$ cat src/rtl/dav_rx_accum_if.sv
// dav_rx_accum_if: c/dav_/rfd channel plus the published block results.
// The producer side uses the master modport, the accumulator the slave modport.
// Optional feature macro: DAV_RX_MAX_EN adds the block-maximum result (max).
interface dav_rx_accum_if #(
    parameter int LOG2N = 3
);
    logic             dav_;
    logic [2:0]       c;
    logic             rfd;
    logic [LOG2N+2:0] sum;
    logic [2:0]       avg;
    logic             ok;
`ifdef DAV_RX_MAX_EN
    logic [2:0]       max;

    modport master (output dav_, c, input rfd, sum, avg, ok, max);
    modport slave  (input dav_, c, output rfd, sum, avg, ok, max);
`else
    modport master (output dav_, c, input rfd, sum, avg, ok);
    modport slave  (input dav_, c, output rfd, sum, avg, ok);
`endif
endinterface

$ cat src/rtl/dav_rx_accum.sv
// dav_rx_accum: consumer end of a c/dav_/rfd channel. Takes one 3-bit sample
// per handshake, sums blocks of 2**LOG2N samples and publishes sum/avg with a
// one-cycle ok strobe. All outputs are registered.
// Optional feature macro: DAV_RX_MAX_EN (also tracks and publishes the block max).
module dav_rx_accum #(
    parameter int LOG2N = 3
) (
    input logic           clock,
    input logic           reset,
    dav_rx_accum_if.slave bus
);
    localparam int NSAMP = 1 << LOG2N;
    localparam int SW    = 3 + LOG2N;   // 7*NSAMP fits, so no overflow
    localparam int CW    = LOG2N + 1;   // must reach NSAMP itself

    typedef enum logic [1:0] {
        R0 = 2'd0,   // idle, waiting for dav_ low
        R1 = 2'd1,   // accept the captured sample
        R2 = 2'd2    // wait for the producer to release dav_
    } star_t;

    star_t         star, star_nxt;
    logic [SW-1:0] acc;
    logic [CW-1:0] cnt;
    logic [2:0]    c_q;
    logic          rfd_q;
    logic          ok_q;
    logic [SW-1:0] sum_q;
    logic [2:0]    avg_q;
    logic          capture, accept, release_, close;
`ifdef DAV_RX_MAX_EN
    logic [2:0]    mx;
    logic [2:0]    max_q;
`endif

    // State register.
    always_ff @(posedge clock or posedge reset) begin
        if (reset) star <= R0;
        else       star <= star_nxt;
    end

    // Next state and the per-edge event strobes that steer the datapath.
    always_comb begin
        star_nxt = R0;
        capture  = 1'b0;
        accept   = 1'b0;
        release_ = 1'b0;
        close    = 1'b0;
        case (star)
            R0: begin
                if (!bus.dav_) begin
                    capture  = 1'b1;
                    star_nxt = R1;
                end else begin
                    star_nxt = R0;
                end
            end
            R1: begin
                accept   = 1'b1;
                star_nxt = R2;
            end
            R2: begin
                if (bus.dav_) begin
                    release_ = 1'b1;
                    close    = (cnt == CW'(NSAMP));
                    star_nxt = R0;
                end else begin
                    star_nxt = R2;
                end
            end
            default: star_nxt = R0;
        endcase
    end

    // Sample capture, accumulation and result publication.
    always_ff @(posedge clock or posedge reset) begin
        if (reset) begin
            c_q   <= '0;
            acc   <= '0;
            cnt   <= '0;
            rfd_q <= 1'b1;
            ok_q  <= 1'b0;
            sum_q <= '0;
            avg_q <= '0;
        end else begin
            // ok is set only by the block-closing release, which lands in R0,
            // so the next edge always clears it again.
            ok_q <= close;
            if (capture) c_q <= bus.c;
            if (accept) begin
                rfd_q <= 1'b0;
                acc   <= acc + SW'(c_q);
                cnt   <= cnt + CW'(1);
            end
            if (release_) rfd_q <= 1'b1;
            if (close) begin
                sum_q <= acc;
                avg_q <= acc[LOG2N+2:LOG2N];
                acc   <= '0;
                cnt   <= '0;
            end
        end
    end

`ifdef DAV_RX_MAX_EN
    // Running block maximum (unsigned), published alongside sum/avg.
    always_ff @(posedge clock or posedge reset) begin
        if (reset) begin
            mx    <= '0;
            max_q <= '0;
        end else begin
            if (accept && (c_q > mx)) mx <= c_q;
            if (close) begin
                max_q <= mx;
                mx    <= '0;
            end
        end
    end

    assign bus.max = max_q;
`endif

    assign bus.rfd = rfd_q;
    assign bus.ok  = ok_q;
    assign bus.sum = sum_q;
    assign bus.avg = avg_q;

endmodule

$ cat src/flat_wrapper.sv
// flat-port wrapper written by rule: the top's interface ports become plain ports
module dav_rx_accum_flat 
#(
    parameter int LOG2N = 3
)
  (clock, reset, bus_dav_, bus_c, bus_rfd, bus_sum, bus_avg, bus_ok);
  dav_rx_accum_if #(.LOG2N(LOG2N)) bus_i ();
  input logic clock;
  input logic reset;
  input wire logic [$bits(bus_i.dav_)-1:0] bus_dav_;
  input wire logic [$bits(bus_i.c)-1:0] bus_c;
  output wire logic [$bits(bus_i.rfd)-1:0] bus_rfd;
  output wire logic [$bits(bus_i.sum)-1:0] bus_sum;
  output wire logic [$bits(bus_i.avg)-1:0] bus_avg;
  output wire logic [$bits(bus_i.ok)-1:0] bus_ok;
  assign bus_i.dav_ = bus_dav_;
  assign bus_i.c = bus_c;
  assign bus_rfd = bus_i.rfd;
  assign bus_sum = bus_i.sum;
  assign bus_avg = bus_i.avg;
  assign bus_ok = bus_i.ok;
  dav_rx_accum #(.LOG2N(LOG2N)) u_core (.clock(clock), .reset(reset), .bus(bus_i));
endmodule
$ cat config.mk
export PLATFORM = sky130hd
export DESIGN_NAME = dav_rx_accum_flat
export DESIGN_NICKNAME = d
export VERILOG_FILES = /design/src/rtl/dav_rx_accum_if.sv /design/src/rtl/dav_rx_accum.sv /design/src/flat_wrapper.sv
export SDC_FILE = /design/constraint.sdc
export NUM_CORES = 1
export LEC_CHECK = 0
export BUFFER_PORTS_ARGS = -buffer_cell sky130_fd_sc_hd__buf_4
export CAP_MARGIN = 20
export CORE_MARGIN = 10
export CORE_UTILIZATION = 47
export CTS_CLUSTER_SIZE = 25
export DETAILED_ROUTE_END_ITERATION = 12
export GPL_ROUTABILITY_DRIVEN = 0
export PLACE_DENSITY_LB_ADDON = 0.15
export SYNTH_ARGS = -nofsm -noshare
export SYNTH_HDL_FRONTEND = slang
export SYNTH_SLANG_ARGS = --single-unit
$ cat constraint.sdc
create_clock -name clock -period 1.7 [get_ports clock]
set_clock_uncertainty 0.1 [all_clocks]
set_input_delay 0.085 -clock clock [delete_from_list [all_inputs] [get_ports clock]]
set_output_delay 0.085 -clock clock [all_outputs]
set_load 0.05 [all_outputs]
==> impl_metrics.json <==
{
  "outcome": "finished clean",
  "multi_input_area_um2": 454.2,
  "p_leak_nw": 0.6323,
  "power.density_nw_per_um2": 1986,
  "port-buffer-count": 16,
  "fp-row-count": 17,
  "wl_per_cell_um": 12.81,
  "ys.warnings.count": 0,
  "cts_buffers": 3,
  "rr_startpoint": "u_core.acc[0]$_DFFE_PP0P_",
  "relSlewSlack": 0.7656,
  "synthTopCellsByCount": "22 x dfrtp_1, 9 x nand2_1, 8 x mux2_1, 8 x nor2_1, 7 x inv_1",
  "cts.clk_slew.worst_paths_ns": 0.13,
  "crit_chain": "ha_2, inv_1, fa_2, nor2b_1, o211ai_1, xor2_1, nor2_1",
  "worst-path-buf-inv": 1,
  "synth_area_leaders": "dfrtp_1 50%, mux2_1 8.2%, ha_1 5.7%",
  "path_class": "reg -> reg",
  "yosysTopAreaCell": "dfrtp_1",
  "grt_pass1_wl_um": 3367,
  "grt_pass1_vias": 733,
  "r2r_setup_slack_ns": 0.07,
  "min_path_type": "in -> async",
  "slowest_delay_ns": 0.39,
  "r2r_cells": 7,
  "worst_pin_slew_ns": 0.3497,
  "synth_edf_count": 0,
  "drtIter0Drc": 22,
  "maxCapViolCount": 0,
  "die_w_um": 68.32,
  "start_util": 0.4960,
  "end_kind": "register",
  "grt_max_degree": 24,
  "cts_root_buffer": "clkbuf_4",
  "synth.distinct_cells": 27,
  "synth_ff_type": "dfrtp_1",
  "regArea_um2": 576.8,
  "fillers": 197,
  "drt_first_pass_iters": 2,
  "cts_buffer_depth": 2,
  "fin_crit_sh": 0.9590,
  "cp_slowest_cell": "dfrtp_1",
  "fmax_ghz": 0.6134,
  "cp_top_family": "adder cells",
  "drt_wl_total_um": 1870,
  "areaGrowthSynthToFinish_pct": 20.98,
  "fin_crit_ns": 1.630,
  "drive_above_1_share": 0.2881,
  "fp.dieH_um": 68.32,
  "pin_count": 17,
  "cp.arrival_ns": 1.78,
  "vias": 674,
  "fin_setup_tns_ns": 0,
  "drc_errors": 0,
  "grt-ovfl-total": 0,
  "synthArstFlopShare": 1.000,
  "syn_nets": 106,
  "dp_hpwl_um": 1313,
  "clock_sinks": 23,
  "yosysMostFrequentCell": "dfrtp_1",
  "layout.nets": 131,
  "setup_slack_ns": 0.06963,
  "syn_inst": 94,
  "hold_viol_final": 0,
  "syn_area_per_cell_um2": 11.67,
  "slew_viol_final": 0,
  "antenna_found_initial": 0,
  "cp-start-kind": "register",
  "core_area_um2": 2212,
  "die_area_um2": 4668,
  "clock_latency_ns": 0.31,
  "n_antenna_cell": 0,
  "htree_levels": 1,
  "ir_drop_mv": 1.317,
  "cp.required_ns": 1.85,
  "post-place-ws_ns": 0.02840,
  "synth_seq_cells": 23,
  "grt_use_total": 0.09364,
  "cp_max_fo": 3,
  "synth_top_area_share": 0.5017,
  "finalSetupViolCount": 0,
  "cts_tree": "yes",
  "r2r-end": "u_core.acc[4]$_DFFE_PP0P_",
  "viasPerCell": 4.616,
  "rsz0062_at_grt": "yes",
  "syn_area_um2": 1097,
  "synth.yosys.seq_area_share": 0.5257,
  "ant_nets": 0
}
==> flip-flops by register name, summed over array words and instances (netlist names) <==
signal / count
u_core.acc: 6
u_core.bus.sum: 4
u_core.cnt: 4
u_core.c_q: 3
u_core.bus.avg: 2
u_core.star: 2
u_core.bus.ok: 1
u_core.bus.rfd: 1
==> through the flow <==
stage                     total power [mW]    util  instance area (um^2)  hold WS [ns]  instances
final                                2.636  0.6001                  1328        0.2575        146
after global routing                 2.875  0.6001                  1328        0.2839        146
after CTS                            2.620  0.5922                  1310        0.2631        145
after detailed placement             2.355  0.5571                  1232       0.05175        136
after global placement               2.329  0.5571                  1232       0.04850        136
after floorplan                      2.035       -                  1097      -0.01382         94
==> kinds of logic (layout without fill, tap and decap cells) <==
family	after synthesis	count (layout)	synth area share
XOR/XNOR	7	7	0.05587
adder cells (fa/ha/maj)	6	6	0.07526
flip-flops	23	23	0.5257
multiplexers	8	8	0.08210
buffers and inverters	13	37	0.06955
AO/OA/AOI/OAI	10	10	0.06386
AND/OR/NAND/NOR	27	27	0.1277
==> power breakdown <==
| part | internal (mW) | switching, mW |
|---|---|---|
| clock | 0.0878 | 0.169 |
| sequential | 0.808 | 0.196 |
| combinational | 0.561 | 0.815 |
==> worst max-delay path by stage <==
stage	cells after the start	startpoint	slack, ns	end
detailed placement	7	u_core.acc[0]$_DFFE_PP0P_	0.03	u_core.acc[4]$_DFFE_PP0P_
global route	7	u_core.acc[0]$_DFFE_PP0P_	-0.05	u_core.acc[4]$_DFFE_PP0P_
global placement	7	u_core.acc[0]$_DFFE_PP0P_	0.05	u_core.acc[4]$_DFFE_PP0P_
CTS	7	u_core.acc[0]$_DFFE_PP0P_	0.006	u_core.acc[4]$_DFFE_PP0P_
floorplan	7	u_core.acc[0]$_DFFE_PP0P_	0.11	u_core.acc[4]$_DFFE_PP0P_
finish	7	u_core.acc[0]$_DFFE_PP0P_	0.07	u_core.acc[4]$_DFFE_PP0P_
==> routing by layer <==
metal / routed length, um / vias to the layer above / part of all wire / global-route usage
met3: 80 / 2 / 0.043 / 0.02447
met4: 17 / 0 / 0.0091 / 0.04523
li1: - / 355 / - / -
met2: 857 / 8 / 0.46 / 0.1407
met1: 914 / 309 / 0.49 / 0.1219
met5: 0 / - / 0 / 0
==> cell usage in the layout, fill, tap and decap left out, types with 2 or more instances in the layout <==
cell           count
dfrtp_1           22
buf_4             21
nand2_1            9
nor2_1             8
mux2_1             8
inv_1              7
xnor2_1            5
dlygate4sd3_1      5
nor2b_1            4
ha_1               4
clkbuf_4           3
a211oi_2           2
a21oi_1            2
xor2_1             2
o21ai_1            2
o21ai_0            2
==> cell type report <==
cell class	instances	area share
sequential	23	0.4345
multi-input combinational	58	0.3421
timing repair buffer	26	0.1565
tap	28	0.02639
inverter	7	0.01979
clock buffer	3	0.01697
clock inverter	1	0.003770
==> worst register-to-register path, cell delays in order (launching register included) <==
cell and delay, ns:
dfrtp_1 0.39, ha_2 0.19, inv_1 0.06, fa_2 0.39, nor2b_1 0.11, o211ai_1 0.10
xor2_1 0.15, nor2_1 0.08
==> timing repair <==
item | 4_1_cts | 5_1_grt
hold endpoints to repair | 28 | 0
buffers inserted | 0 | 1
hold buffers | 5 | 0
resized for setup | 0 | 3
endpoints found under the setup margin | 0 | 4
Power figures use the tool's default switching activity.
